`src/rtl/wb4_fifo_drain_master_pkg.sv`:
```
// Shared definitions for the WB4 FIFO drain master: FSM state encoding.
package wb4_fifo_drain_master_pkg;

  typedef enum logic [1:0] {
    StIdle  = 2'd0,
    StIssue = 2'd1,
    StDrain = 2'd2
  } state_e;

endpackage

```
`src/rtl/wb4_fifo_drain_master_buf.sv`:
```
// Single-clock return buffer with registered storage, occupancy count and empty flag.
module wb4_fifo_drain_master_buf #(
  parameter int unsigned P_DATA_MSB  = 7,
  parameter int unsigned P_BUF_DEPTH = 4
) (
  input  logic                              clk_i,
  input  logic                              rst_i,
  input  logic                              push_i,
  input  logic [P_DATA_MSB:0]               data_i,
  input  logic                              pop_i,
  output logic [P_DATA_MSB:0]               data_o,
  output logic [$clog2(P_BUF_DEPTH):0]      count_o,
  output logic                              empty_o
);

  localparam int unsigned PtrW = $clog2(P_BUF_DEPTH);
  localparam int unsigned CntW = PtrW + 1;
  localparam logic [CntW-1:0] DepthC = CntW'(P_BUF_DEPTH);

  logic [P_DATA_MSB:0] mem_q [P_BUF_DEPTH];
  logic [PtrW-1:0]     wr_ptr_q, wr_ptr_d;
  logic [PtrW-1:0]     rd_ptr_q, rd_ptr_d;
  logic [CntW-1:0]     count_q, count_d;
  logic                full;
  logic                empty;
  logic                do_push;
  logic                do_pop;

  always_comb begin
    full     = (count_q == DepthC);
    empty    = (count_q == '0);
    do_pop   = pop_i & ~empty;
    // A push into a full buffer is only legal when a word leaves the same cycle.
    do_push  = push_i & (~full | do_pop);
    wr_ptr_d = do_push ? wr_ptr_q + PtrW'(1) : wr_ptr_q;
    rd_ptr_d = do_pop ? rd_ptr_q + PtrW'(1) : rd_ptr_q;
    count_d  = count_q;
    case ({do_push, do_pop})
      2'b10:   count_d = count_q + CntW'(1);
      2'b01:   count_d = count_q - CntW'(1);
      default: count_d = count_q;
    endcase
  end

  always_ff @(posedge clk_i) begin
    if (rst_i) begin
      wr_ptr_q <= '0;
      rd_ptr_q <= '0;
      count_q  <= '0;
    end else begin
      wr_ptr_q <= wr_ptr_d;
      rd_ptr_q <= rd_ptr_d;
      count_q  <= count_d;
    end
  end

  always_ff @(posedge clk_i) begin
    if (do_push) begin
      mem_q[wr_ptr_q] <= data_i;
    end
  end

  assign data_o  = mem_q[rd_ptr_q];
  assign count_o = count_q;
  assign empty_o = empty;

endmodule

```
`src/rtl/wb4_fifo_drain_master.sv`:
```
// Wishbone B4 pipelined read initiator that drains a FIFO read port into a valid/ready stream,
// never requesting more words than the local return buffer can hold.
module wb4_fifo_drain_master
  import wb4_fifo_drain_master_pkg::*;
#(
  parameter int unsigned P_DATA_MSB  = 7,
  parameter int unsigned P_LEN_MSB   = 7,
  parameter int unsigned P_BUF_DEPTH = 4
) (
  input  logic                i_wb4_mclk,
  input  logic                i_wb4_mrst,
  input  logic                i_cmd_valid,
  output logic                o_cmd_ready,
  input  logic [P_LEN_MSB:0]  i_cmd_len,
  output logic                o_wb4_mcyc,
  output logic                o_wb4_mstb,
  input  logic                i_wb4_mstall,
  input  logic                i_wb4_mack,
  input  logic [P_DATA_MSB:0] i_wb4_mdata,
  output logic                o_data_valid,
  input  logic                i_data_ready,
  output logic [P_DATA_MSB:0] o_data,
  output logic                o_busy,
  output logic                o_done
);

  localparam int unsigned LenW = P_LEN_MSB + 1;
  localparam int unsigned CntW = $clog2(P_BUF_DEPTH) + 1;
  localparam logic [CntW:0] DepthC = (CntW + 1)'(P_BUF_DEPTH);

  state_e          state_q, state_d;
  logic [LenW-1:0] remaining_q, remaining_d;
  logic [CntW-1:0] outstanding_q, outstanding_d;
  logic            cyc_q, cyc_d;
  logic            stb_q, stb_d;
  logic            done_q, done_d;

  logic [CntW-1:0] buf_count;
  logic [CntW-1:0] buf_count_nxt;
  logic            buf_empty;
  logic [CntW:0]   reserved;
  logic            stb_accept;
  logic            ack_ok;
  logic            pop;

  wb4_fifo_drain_master_buf #(
    .P_DATA_MSB  (P_DATA_MSB),
    .P_BUF_DEPTH (P_BUF_DEPTH)
  ) u_buf (
    .clk_i   (i_wb4_mclk),
    .rst_i   (i_wb4_mrst),
    .push_i  (ack_ok),
    .data_i  (i_wb4_mdata),
    .pop_i   (pop),
    .data_o  (o_data),
    .count_o (buf_count),
    .empty_o (buf_empty)
  );

  always_comb begin
    stb_accept = stb_q & ~i_wb4_mstall;
    // Acks with nothing outstanding are stray and must not touch counters or the buffer.
    ack_ok     = i_wb4_mack & (outstanding_q != '0);
    pop        = ~buf_empty & i_data_ready;

    outstanding_d = outstanding_q;
    case ({stb_accept, ack_ok})
      2'b10:   outstanding_d = outstanding_q + CntW'(1);
      2'b01:   outstanding_d = outstanding_q - CntW'(1);
      default: outstanding_d = outstanding_q;
    endcase

    buf_count_nxt = buf_count;
    case ({ack_ok, pop})
      2'b10:   buf_count_nxt = buf_count + CntW'(1);
      2'b01:   buf_count_nxt = buf_count - CntW'(1);
      default: buf_count_nxt = buf_count;
    endcase

    remaining_d = stb_accept ? remaining_q - LenW'(1) : remaining_q;
    state_d     = state_q;
    done_d      = 1'b0;

    case (state_q)
      StIdle: begin
        if (i_cmd_valid) begin
          if (i_cmd_len == '0) begin
            done_d = 1'b1;
          end else begin
            state_d     = StIssue;
            remaining_d = i_cmd_len;
          end
        end
      end
      StIssue: begin
        if (stb_accept && (remaining_q == LenW'(1))) begin
          state_d = StDrain;
        end
      end
      StDrain: begin
        if (outstanding_d == '0) begin
          state_d = StIdle;
          done_d  = 1'b1;
        end
      end
      default: state_d = StIdle;
    endcase

    cyc_d = (state_d != StIdle);

    // Slots already spoken for next cycle: words in flight plus words sitting in the buffer.
    reserved = {1'b0, outstanding_d} + {1'b0, buf_count_nxt};
    if (stb_q && !stb_accept) begin
      stb_d = 1'b1;
    end else begin
      stb_d = (state_d == StIssue) && (remaining_d != '0) && (reserved < DepthC);
    end
  end

  always_ff @(posedge i_wb4_mclk) begin
    if (i_wb4_mrst) begin
      state_q       <= StIdle;
      remaining_q   <= '0;
      outstanding_q <= '0;
      cyc_q         <= 1'b0;
      stb_q         <= 1'b0;
      done_q        <= 1'b0;
    end else begin
      state_q       <= state_d;
      remaining_q   <= remaining_d;
      outstanding_q <= outstanding_d;
      cyc_q         <= cyc_d;
      stb_q         <= stb_d;
      done_q        <= done_d;
    end
  end

  assign o_cmd_ready  = (state_q == StIdle);
  assign o_busy       = (state_q != StIdle);
  assign o_wb4_mcyc   = cyc_q;
  assign o_wb4_mstb   = stb_q;
  assign o_done       = done_q;
  assign o_data_valid = ~buf_empty;

endmodule
```
`config.mk`:
```
export PLATFORM = sky130hd
export DESIGN_NAME = wb4_fifo_drain_master
export DESIGN_NICKNAME = d
export VERILOG_FILES = /design/src/rtl/wb4_fifo_drain_master_pkg.sv /design/src/rtl/wb4_fifo_drain_master_buf.sv /design/src/rtl/wb4_fifo_drain_master.sv
export SDC_FILE = /design/constraint.sdc
export NUM_CORES = 1
export LEC_CHECK = 0
export CAP_MARGIN = 40
export CORE_UTILIZATION = 40
export CTS_CLUSTER_SIZE = 20
export DETAILED_ROUTE_END_ITERATION = 8
export GPL_TIMING_DRIVEN = 0
export SLEW_MARGIN = 20
export SYNTH_ARGS = -nofsm -noshare
export SYNTH_HDL_FRONTEND = slang
export SYNTH_HIERARCHICAL = 1
export SYNTH_SLANG_ARGS = --single-unit
```
`constraint.sdc`:
```
create_clock -name i_wb4_mclk -period 2.6 [get_ports i_wb4_mclk]
set_input_delay 0.52 -clock i_wb4_mclk [delete_from_list [all_inputs] [get_ports i_wb4_mclk]]
set_output_delay 0.52 -clock i_wb4_mclk [all_outputs]
set_load 0.05 [all_outputs]
```
---- Word level (Yosys, flattened, before mapping) ----
Memories as Yosys holds them, arrays and structs flattened. A register that Yosys moved wholly into a read port is not among the register bits.
Cells that the tools add are included.
word-level totals
  input bits .............................. 22
  output and inout bits ................... 14
  register bits ........................... 23
  memories kept ........................... 1
  RAM bits ................................ 32
memory list
  memory       depth  bits a word  rd ports  clocked after Yosys merged registers in  wr ports  RTL line                         source
  u_buf.mem_q  4      8            1         1                                        1         wb4_fifo_drain_master_buf.sv:20  logic [P_DATA_MSB:0] mem_q [P_BUF_DEPTH];
operators by class
  reductions and logical operators ........ 14
  eq/ne operators ......................... 11
  bitwise operators ....................... 9
  muxes and demuxes ....................... 21
  order comparisons ....................... 1
  add/sub/neg operators ................... 8
operators with widths
  operator               count
  $mux W8                4
  $pmux W3 S2            3
  $mux W2                6
  $eq A2 B1 Y1 const B   5
  $eq A2 B2 Y1 const B   4
  $eq A8 B1 Y1 const B   1
  $logic_not A8 Y1       1
  $reduce_bool A8 Y1     1
  $sub A8 B1 Y8 const B  1
  $add A3 B1 Y3 const B  2
  $logic_not A3 Y1       2
  $mux W1                6
  $pmux W2 S3            1
  $reduce_bool A2 Y1     3
  $sub A3 B1 Y3 const B  2
  $and A1 B1 Y1          5
  $add A2 B1 Y2 const B  2
  $add A3 B3 Y4          1
  $logic_and A1 B1 Y1    4
  $lt A4 B3 Y1 const B   1
  $eq A3 B3 Y1 const B   1
  $not A1 Y1             3
  $reduce_bool A3 Y1     1
  $logic_not A2 Y1       1
  other kinds (3)        3

---- Longest topological paths before layout ----
Gate-level depths: netlist of the first run.
  word-level depth ........................ 11
  mapped depth ............................ 12
  gate-level depth less buffers ........... 12

---- Cells and area by module ----
The synthesis of the first run kept the hierarchy.
by module, submodules not included
  module                     cells each  area an instance (sq um)  sequential area each (sq um)  instances
  wb4_fifo_drain_master_buf  95          1642.8                    1141.1                        1
  wb4_fifo_drain_master      132         1162.4                    320.3                         1

---- Worst setup path after synthesis of the first run ----
No wires, ideal clock.
  path type ............................... register -> register
  from .................................... reg stb_q (netlist: o_wb4_mstb)
  to ...................................... reg stb_q (netlist: o_wb4_mstb)
  clock period less this slack ............ 2.910 ns
  library setup time ...................... 0.074 ns
  arrival ................................. 2.836 ns
  path slack .............................. -0.310 ns
  required time ........................... 2.526 ns
  stages on the path, launching flop included .. 13
  cell sequence ........................... dfxtp_1 and2b_1 inv_2 ha_1 fa_1 xnor2_1 or3_1 and2_1 inv_1 ha_1 nor3_1 a31oi_1 a31oi_1
on the way
  word-level cells in the longest chain between the ends .. 10
  elaborated cells on any way between the ends .. 22
  those cells by class .................... add/sub (1); order compare (1); eq/ne (3); mux (9); bitwise (1); reduce/logical (7)
ends and longest elaborated chain
  what                                                                   RTL line                      source
  from (decl)                                                            wb4_fifo_drain_master.sv:35   logic stb_q, stb_d;
  from (signal assigned)                                                 wb4_fifo_drain_master.sv:133  stb_q <= stb_d;
  $and A1 B1 Y1 (*)                                                      wb4_fifo_drain_master.sv:61   stb_accept = stb_q & ~i_wb4_mstall;
  $eq A2 B1 Y1 or $eq A2 B2 Y1 (tied branches)                           wb4_fifo_drain_master.sv:67   case ({stb_accept, ack_ok})
  $pmux W3 S2 (*)                                                        wb4_fifo_drain_master.sv:67
  named net outstanding_d[2]                                             wb4_fifo_drain_master.sv:33   logic [CntW-1:0] outstanding_q, outstanding_d;
  parallel branches: the longest is 5 deep, another holds $add A3 B3 Y4  n/a
  $logic_and A1 B1 Y1 (*)                                                wb4_fifo_drain_master.sv:116  stb_d = (state_d == StIssue) && (remaining_d != '0) && (reserved < DepthC);
  $mux W1 (*)                                                            wb4_fifo_drain_master.sv:113  if (stb_q && !stb_accept) begin
Mark *: on every way through the listed nets, which the timed path passes.
A chain may end at the register's enable or synchronous reset.

---- Worst setup path after layout of the first run ----
  from .................................... reg outstanding_q[2]
  to ...................................... reg stb_q (netlist: o_wb4_mstb)
on the way
  word-level cells in the longest chain between the ends .. 11
  elaborated cells on any way between the ends .. 19
  those cells by class .................... add/sub (3); order compare (1); eq/ne (5); mux (5); bitwise (1); reduce/logical (4)
ends and longest elaborated chain
  what                                                                   RTL line                      source
  from (decl)                                                            wb4_fifo_drain_master.sv:33
  from (signal assigned)                                                 wb4_fifo_drain_master.sv:131  outstanding_q <= outstanding_d;
  $reduce_bool A3 Y1 (*)                                                 wb4_fifo_drain_master.sv:63   ack_ok = i_wb4_mack & (outstanding_q != '0);
  $and A1 B1 Y1 (*)                                                      wb4_fifo_drain_master.sv:63
  named net ack_ok                                                       wb4_fifo_drain_master.sv:43   logic ack_ok;
  $eq A2 B1 Y1 or $eq A2 B2 Y1 (tied branches)                           wb4_fifo_drain_master.sv:67
  $pmux W3 S2 (*)                                                        wb4_fifo_drain_master.sv:67
  named net outstanding_d[2]                                             wb4_fifo_drain_master.sv:33
  parallel branches: the longest is 5 deep, another holds $add A3 B3 Y4  n/a
  $logic_and A1 B1 Y1 (*)                                                wb4_fifo_drain_master.sv:116
  $mux W1 (*)                                                            wb4_fifo_drain_master.sv:113
Marks and branches as above.

==> results of run 1 <==
-- per-stage QoR --
stage | utilization [%] | hold slack (ns) | TNS, ns | worst slack, ns | area [µm²]
floorplan | - | 0.459 | 0 | 0.00513 | 2840
global placement | 48.6 | 0.478 | -2.35 | -0.668 | 3300
detailed placement | 48.6 | 0.492 | -2.45 | -0.675 | 3300
CTS | 53.0 | 0.494 | -0.0840 | -0.0840 | 3600
global route | 54.3 | 0.554 | -0.167 | -0.167 | 3690
finish | 54.3 | 0.518 | -0.0697 | -0.0697 | 3690
-- sequential cells by signal, summed over array words and instances, names as in the netlist, named ones only --
signal and cells:
o_done 1, u_buf/count_o 3, outstanding_q 3, state_q 2
o_wb4_mcyc 1, remaining_q 8, u_buf/rd_ptr_q 2, u_buf/wr_ptr_q 2
o_wb4_mstb 1, u_buf/mem_q 32
-- final cells by class --
| type | instances | area (µm²) |
|---|---|---|
| buffer | 7 | 32.5 |
| timing repair buffer | 43 | 395 |
| inverter | 18 | 67.6 |
| fill | 595 | 3100 |
| clock buffer | 12 | 165 |
| sequential | 57 | 1470 |
| clock inverter | 4 | 97.6 |
| tap | 96 | 120 |
| multi-input combinational | 145 | 1350 |
-- Yosys cell counts (5+ instances only) --
library cell  instances
a22oi_1               7
nor2_1               20
nand3_1               5
inv_1                16
mux4_2                8
nand2_1               6
dfxtp_1              25
xnor2_1               6
nor3_1                6
xor2_1                5
ha_1                 11
a21oi_1               8
edfxtp_1             32
-- routing by layer --
metal	global-route usage [%]	part of all wire, %
met1	21.1	46
met2	25.1	48
met3	3.18	3.6
met4	9.39	2.1
met5	0	0
-- kinds of logic (layout without fill, tap and decap cells) --
family	count (synthesis)	in the layout
AOI/OAI and AO/OA	39	39
xor gates and xnor gates	11	11
adders and majority gates	14	14
buffers and inverters	25	84
DFF	57	57
muxes	12	12
and+or+nand+nor	69	69
-- critical path, delay by kind of cell (launching register included) --
kind	cells	cell delay [ns]
adder cells (fa/ha/maj)	3	0.77
flip-flops	1	0.32
XOR/XNOR	1	0.15
buffers and inverters	1	0.06
AND/OR/NAND/NOR	3	0.66
AO/OA/AOI/OAI	3	0.64
-- where the power goes --
| group | switching, mW | internal, mW |
|---|---|---|
| registers | 0.0812 | 1.05 |
| logic | 0.545 | 0.453 |
| clock network | 0.353 | 0.715 |
-- how the worst max path moves through the flow --
stage,endpoint,from,slack [ns],depth (start not counted)
6_report,o_wb4_mstb,outstanding_q[2],-0.07,11
5_1_grt,o_wb4_mstb,outstanding_q[2],-0.17,11
4_1_cts,o_wb4_mstb,i_wb4_mack,-0.08,12
3_5_place_dp,o_wb4_mstb,i_wb4_mstall,-0.68,13
3_3_place_gp,o_wb4_mstb,i_wb4_mstall,-0.67,13
2_1_floorplan,o_wb4_mstb,i_wb4_mstall,0.005,12
-- timing repair --
action / in CTS / in global routing
gates resized for setup: 16 / 16
gates cloned: 0 / 0
pin swaps: 5 / 12
setup buffers: 4 / 5
endpoints found under the setup margin: 12 / 3
==> flow_summary.yaml, run 1 <==
route:
  drc: 0
  drt_iter0_drc: 67
  wl_per_cell_um: 14.3
  vias_per_cell: 4.98
  routed_wl_um: 5470
  firstDrtPassIters: 4
  vias: 1902
  final_antenna_net_count: 0
yosys:
  yosysUniqueCellTypes: 55
  synth-compound-area-share_pct: 10.4
  avgSynthCellArea_um2: 12.4
  yosys.area.top_type: "edfxtp_1"
  synth_area_um2: 2810
  yosysWarnings: 6
  synthTopCellsByArea: "edfxtp_1, dfxtp_1, mux4_2"
  yosys_most_used_dff: "edfxtp_1"
  synth-seq-cells: 57
  synth_nets: 263
  synth_top_family_by_area: "simple AND/OR/NAND/NOR gates"
  ys_seq_area_share_pct: 52.1
  synthMuxAreaShare_pct: 8.12
  syn_inst: 227
  synth_top_cell_area_share_pct: 34.3
  async_reset_ff_share_pct: 0
  synthSimpleGateAreaFrac_pct: 15.3
  synth_edf_count: 32
  synth_xor_xnor_area_share_pct: 3.43
  synthAdderAreaFrac_pct: 7.05
run_status:
  violations: "negative setup slack"
  status: "complete, but fails checks"
sta:
  fmax_mhz: 375
  slew_headroom_pct: 63.9
  hold_violations: 0
  min_period_over_period_pct: 103
  rsz0062_at_grt: "yes"
  worstMarginPinSlew_ns: 0.537
  setup_viol: 1
  skew_ns: 0.00584
  fin_ws_ns: -0.0697
  min_period_ns: 2.67
  slew_violations: 0
critical_path:
  endpoint_kind: "flip-flop"
  reg2reg_slack_ns: -0.07
  critPathArrivalTime_ns: 2.92
  critPathSlowestCell: "o31a_1"
  r2r_end: "o_wb4_mstb"
  r2r_cells: 11
  worstPathRequired_ns: 2.85
  start_kind: "flip-flop"
  cp_cell_sequence: "o31a_1 -> ha_4 -> fa_2 -> xnor2_2 -> or3_4 -> and2_4 -> inv_2 -> ha_4 -> nor3_4 -> a31oi_1 -> a31oi_1"
  crit_fanout: 3
  r2r_start: "outstanding_q[2]"
  crit_type: "flip-flop to flip-flop"
  slowest_delay_ns: 0.37
floorplanning:
  dieWidth_um: 85.7
  start_util_pct: 41.3
  core_area_um2: 6790
  placementRows: 30
  dieArea_um2: 7350
  pin_count: 36
  die_h_um: 85.7
job:
  max_cap_violations: 0
hold_path:
  min_from: "u_buf/rd_ptr_q[1]"
  hold-path-cell-count: 2
  hold_class: "flip-flop to flip-flop"
global_route:
  grt_max_degree: 11
  grt_pass1_vias: 1865
  antenna_found_initial: 0
  track_usage_pct: 16.2
  grt_pass1_wl_um: 8960
  grt_overflow: 0
finish:
  fin_cells: 382
  final_cell_mix: "edfxtp_1, clkdlybuf4s50_1, nor2_1, dfxtp_1, inv_1"
  num_antenna_cells: 0
  drive_gt1_share_pct: 29.7
  area_growth_pct: 31.6
  final_common_cell: "edfxtp_1"
  layout.nets: 317
cts:
  clock_path_buffers: 2
  postCtsHoldBufs: 0
  clk_latency_ns: 0.33
  clkSlewWorstSetupHoldPaths_ns: 0.07
  clockRootBuffer: "clkbuf_8"
  clock-sinks: 57
  cts_max_level: 3
  tritoncts: "done"
  numCtsBuffers: 9
power:
  p_leak_nw: 1.34
  pwr_density_cell_nw_per_um2: 866
  total_power_mw: 3.20
  ir_drop_v: 0.000460
placement:
  dp.cells: 357
  gp_congestion: 0.807
  portBuffers: 34
  hpwl_um: 3790
(Power assumes the default switching activity.)
==> run 2, diff against run 1 <==
- MAX_ROUTING_LAYER: unset -> met4
- REMOVE_ABC_BUFFERS: unset -> 1
==> flow_summary.yaml, run 2 (synthesized netlist as in run 1, its figures left out) <==
finish:
  final_cell_area_um2: 3570
  layout.nets: 311
  drive_gt1_share_pct: 27.1
  utilization_pct: 52.6
  fin_cells: 376
  final_cell_mix: "edfxtp_1, clkdlybuf4s50_1, dfxtp_1, nor2_1, inv_1"
  regMostFlops: "u_buf/mem_q"
  area_growth_pct: 27.4
  num_antenna_cells: 0
  final_common_cell: "edfxtp_1"
  largestRegisters: "u_buf/mem_q (32), remaining_q (8)"
  largest_reg_flops: 32
floorplanning:
  dieArea_um2: 7350
  core_area_um2: 6790
  pin_count: 36
  die_h_um: 85.7
  dieWidth_um: 85.7
  start_util_pct: 41.3
  placementRows: 30
route:
  vias: 1901
  drt_iter0_drc: 73
  firstDrtPassIters: 5
  drc: 0
  wl_per_cell_um: 14.5
  vias_per_cell: 5.06
  final_antenna_net_count: 0
  routed_wl_um: 5440
cts:
  clock_path_buffers: 2
  clock-sinks: 57
  numCtsBuffers: 9
  clkSlewWorstSetupHoldPaths_ns: 0.07
  clockRootBuffer: "clkbuf_8"
  cts_max_level: 3
  postCtsHoldBufs: 0
  tritoncts: "done"
  clk_latency_ns: 0.34
placement:
  dp.cells: 352
  portBuffers: 35
  post-place-ws_ns: -0.899
  placed_area_um2: 3260
  gp_congestion: 0.781
  hpwl_um: 3710
power:
  ir_drop_v: 0.000460
  internal_power_mw: 1.95
  p_switching_mw: 0.981
  p_sw_share_pct: 33.4
  power_frac_comb_pct: 32.7
  clockPowerShare_pct: 28.5
  p_leak_nw: 1.28
  p_seq_share_pct: 38.7
  pwr_density_cell_nw_per_um2: 821
hold_path:
  hold_end: "u_buf/rd_ptr_q[1]"
  hold_class: "flip-flop to flip-flop"
  hold-path-cell-count: 2
  min_from: "u_buf/rd_ptr_q[1]"
global_route:
  grt_max_degree: 22
  grt_pass1_wl_um: 9040
  track_usage_pct: 17.2
  grt_overflow: 0
  grt_pass1_vias: 1879
  antenna_found_initial: 0
sta:
  hold_violations: 0
  fmax_mhz: 382
  min_period_over_period_pct: 101
  min_period_ns: 2.62
  worstMarginPinSlew_ns: 0.529
  fin_ws_ns: -0.0181
  rsz0062_at_grt: "yes"
  slew_headroom_pct: 64.7
  skew_ns: 0.00778
  slew_violations: 0
  setup_viol: 1
critical_path:
  startpoint: "i_wb4_mack"
  crit_type: "primary input to flip-flop"
  cp_cell_sequence: "clkdlybuf4s50_1 -> o31a_1 -> ha_2 -> fa_2 -> xnor2_1 -> or3_1 -> and2_4 -> inv_1 -> ha_1 -> nor3_2 -> a31oi_1 -> a31oi_1"
  reg2reg_slack_ns: 0.02
  critPathMostFrequentCell: "a31oi_1"
  path_buf_inv: 2
  endpoint_kind: "flip-flop"
  crit_fanout: 3
  r2r_start: "outstanding_q[0]"
  worstPathRequired_ns: 2.87
  r2r_end: "o_wb4_mstb"
  critPathSlowestCell: "clkdlybuf4s50_1"
  start_kind: "primary input"
  r2r_cells: 11
  path_delay_family: "adder cells"
  slowest_delay_ns: 0.41
  critPathArrivalTime_ns: 2.89
run_status:
  violations: "negative setup slack"
  status: "complete, but fails checks"
job:
  max_cap_violations: 0
-- run 2: power by group through the flow --
stage | logic (mW) | registers [mW] | clock network (mW)
finish | 0.960 | 1.14 | 0.838
global route | 1.06 | 1.15 | 0.911
CTS | 0.904 | 1.14 | 0.867
detailed placement | 0.863 | 1.15 | 0
global placement | 0.856 | 1.15 | 0
floorplan | 0.615 | 1.15 | 0
-- run 2: final cells by class --
class / count / area (µm²)
sequential: 57 / 1470
clock inverter: 6 / 67.6
fill: 630 / 3220
multi-input combinational: 145 / 1290
inverter: 18 / 67.6
clock buffer: 10 / 138
tap: 96 / 120
timing repair buffer: 44 / 417
-- run 2: through the flow --
step	TNS (ns)	hold WS, ns	power, mW
final	-0.0181	0.497	2.94
after global routing	-0.199	0.548	3.11
after CTS	-0.00717	0.497	2.91
after detailed placement	-2.80	0.487	2.01
after global placement	-2.97	0.480	2.00
after floorplan	-0.310	0.452	1.77
-- run 2: how the worst max path moves through the flow --
stage / end / slack (ns) / cells past startpoint
after floorplan: o_wb4_mstb / -0.31 / 12
after global placement: o_wb4_mstb / -0.89 / 13
after detailed placement: o_wb4_mstb / -0.90 / 13
after CTS: o_wb4_mstb / -0.007 / 12
after global routing: o_wb4_mstb / -0.17 / 12
final: o_wb4_mstb / -0.02 / 12
-- run 2: timing repair --
| action | 4_1_cts | 5_1_grt |
|---|---|---|
| pin swaps | 5 | 3 |
| endpoints found under the hold margin | 0 | 0 |
| endpoints found under the setup margin | 12 | 3 |
| resized for setup | 23 | 9 |
| setup buffers | 5 | 3 |
-- run 2: worst register-to-register path, delay by kind of cell, from the launching register on --
family,cells,cell delay (ns)
AOI/OAI and AO/OA,3,0.59
xor gates and xnor gates,1,0.15
adders and majority gates,3,0.75
buffers and inverters,1,0.05
DFF,1,0.35
and+or+nand+nor,3,0.62
-- run 2: layer usage --
layer	wire length [µm]	up-vias	track usage (%)
li1	-	933	-
met1	2520	908	20.1
met2	2580	54	26.3
met3	249	6	6.16
met4	96	0	8.18
met5	0	-	-
==> run 3, diff against run 2 <==
- PLACE_DENSITY: unset -> 0.63
==> flow_summary.yaml, run 3 (synthesized netlist as in run 1, its figures left out) <==
cts:
  clkSlewWorstSetupHoldPaths_ns: 0.07
  clock_path_buffers: 2
  tritoncts: "done"
  clock-sinks: 57
  postCtsHoldBufs: 0
  cts_max_level: 3
  clockRootBuffer: "clkbuf_8"
  numCtsBuffers: 9
  clk_latency_ns: 0.33
global_route:
  grt_pass1_wl_um: 8760
  grtUsageMet1_pct: 20.6
  grt_max_degree: 16
  globalRouteMet3Util_pct: 5.39
  track_usage_pct: 16.3
  grt_pass1_vias: 1827
  busiest_layer: "met2"
  antenna_found_initial: 0
  grt_overflow: 0
  grt_util_met2_pct: 24.6
finish:
  regMostFlops: "u_buf/mem_q"
  final_common_cell: "edfxtp_1"
  area_growth_pct: 31.4
  final_cell_mix: "edfxtp_1, clkdlybuf4s50_1, nor2_1, dfxtp_1, inv_1"
  largest_reg_flops: 32
  fillers: 597
  largestRegisters: "u_buf/mem_q (32), remaining_q (8)"
  layout.nets: 313
  drive_gt1_share_pct: 29.4
  num_antenna_cells: 0
  fin_cells: 378
  utilization_pct: 54.2
critical_path:
  crit_fanout: 3
  reg2reg_slack_ns: 0.03
  slowest_delay_ns: 0.37
  r2r_end: "o_wb4_mstb"
  worstPathRequired_ns: 2.86
  r2r_start: "outstanding_q[0]"
  crit_end: "o_wb4_mstb"
  crit_type: "flip-flop to flip-flop"
  r2r_cells: 11
  startpoint: "outstanding_q[0]"
  endpoint_kind: "flip-flop"
  critPathSlowestCell: "or3_4"
  cp_cell_sequence: "o31a_1 -> ha_4 -> fa_2 -> xnor2_2 -> or3_4 -> and2_4 -> inv_2 -> ha_4 -> nor3_2 -> a31oi_1 -> a31oi_1"
  start_kind: "flip-flop"
  critPathArrivalTime_ns: 2.83
route:
  wl_per_cell_um: 14.2
  routed_wl_um: 5370
  final_antenna_net_count: 0
  vias_per_cell: 5.07
  vias: 1916
  drt_iter0_drc: 67
  drc: 0
  firstDrtPassIters: 4
sta:
  slew_headroom_pct: 64.5
  hold_violations: 0
  fmax_mhz: 389
  worstMarginPinSlew_ns: 0.530
  finalSetupTns_ns: 0
  min_period_ns: 2.57
  rsz0062_at_grt: "yes"
  min_period_over_period_pct: 99.0
  skew_ns: 0.00745
  slew_violations: 0
  setup_viol: 0
floorplanning:
  die_h_um: 85.7
  start_util_pct: 41.3
  pin_count: 36
  core_area_um2: 6790
  dieWidth_um: 85.7
  dieArea_um2: 7350
  placementRows: 30
power:
  ir_drop_v: 0.000463
  pwr_density_cell_nw_per_um2: 861
  p_leak_nw: 1.32
run_status:
  status: "complete, no violations"
placement:
  portBuffers: 35
  dp.cells: 352
  gp_congestion: 0.816
  hpwl_um: 3650
job:
  max_cap_violations: 0
hold_path:
  hold_class: "flip-flop to flip-flop"
[run 3: changes by cell type in the layout (fill, tap and decap cells not counted), sizes merged]
cell and delta:
clkinv -2, clkdlybuf4s50 -1, bufinv +2, clkdlybuf4s15 -1, clkinvlp -1, dlygate4sd2 +1
buf +3, clkbuf +1
[run 3: cell type report]
cell class                      count  area (µm²)  area share [%]
Sequential cell                    57        1480            40.1
Multi-Input combinational cell    145        1340            36.4
Timing Repair Buffer               46         424            11.5
Tap cell                           96         120            3.26
Inverter                           18        70.1            1.90
Clock inverter                      5         101            2.75
Clock buffer                       11         151            4.11
[run 3: layer usage]
metal	up-vias	share of wire, %
met4	0	0.63
met2	39	49
li1	933	-
met1	940	47
met3	4	3.7
met5	-	0
[run 3: critical path: cells and delay by family (launching register included)]
| family | cells | cell delay (ns) |
|---|---|---|
| buffers and inverters | 1 | 0.05 |
| adder cells (fa/ha/maj) | 3 | 0.73 |
| XOR/XNOR | 1 | 0.14 |
| AND/OR/NAND/NOR | 3 | 0.64 |
| flip-flops | 1 | 0.35 |
| AO/OA/AOI/OAI | 3 | 0.59 |
[run 3: worst min-delay path by stage]
stage,startpoint,cells after the start,end
2_1_floorplan,u_buf/rd_ptr_q[1],2,flip-flop
3_5_place_dp,u_buf/rd_ptr_q[1],2,u_buf/rd_ptr_q[1]
3_3_place_gp,u_buf/rd_ptr_q[1],2,u_buf/rd_ptr_q[1]
4_1_cts,u_buf/rd_ptr_q[1],2,flip-flop
5_1_grt,u_buf/rd_ptr_q[1],2,flip-flop
6_report,u_buf/rd_ptr_q[1],2,flip-flop
[run 3: what timing repair did]
action	CTS	global route
resized for setup	36	9
cloned	0	0
pin swaps	12	5
endpoints found under the setup margin	12	2
buffers inserted	5	5
[run 3: where the power goes]
group / internal, mW / leakage [nW] / switching, mW
registers: 1.06 / 0.497 / 0.0871
clock network: 0.686 / 0.123 / 0.343
logic: 0.461 / 0.698 / 0.541
total: 2.20 / 1.32 / 0.971
[run 3: through the flow]
stage,hold slack [ns],area (µm²),setup slack [ns],power [mW]
6_report,0.494,3680,0.0264,3.17
5_1_grt,0.541,3680,-0.0580,3.34
4_1_cts,0.492,3630,-0.0110,3.16
3_5_place_dp,0.479,3260,-0.894,2.02
3_3_place_gp,0.476,3240,-0.854,2.00
2_1_floorplan,0.452,2770,-0.310,1.77
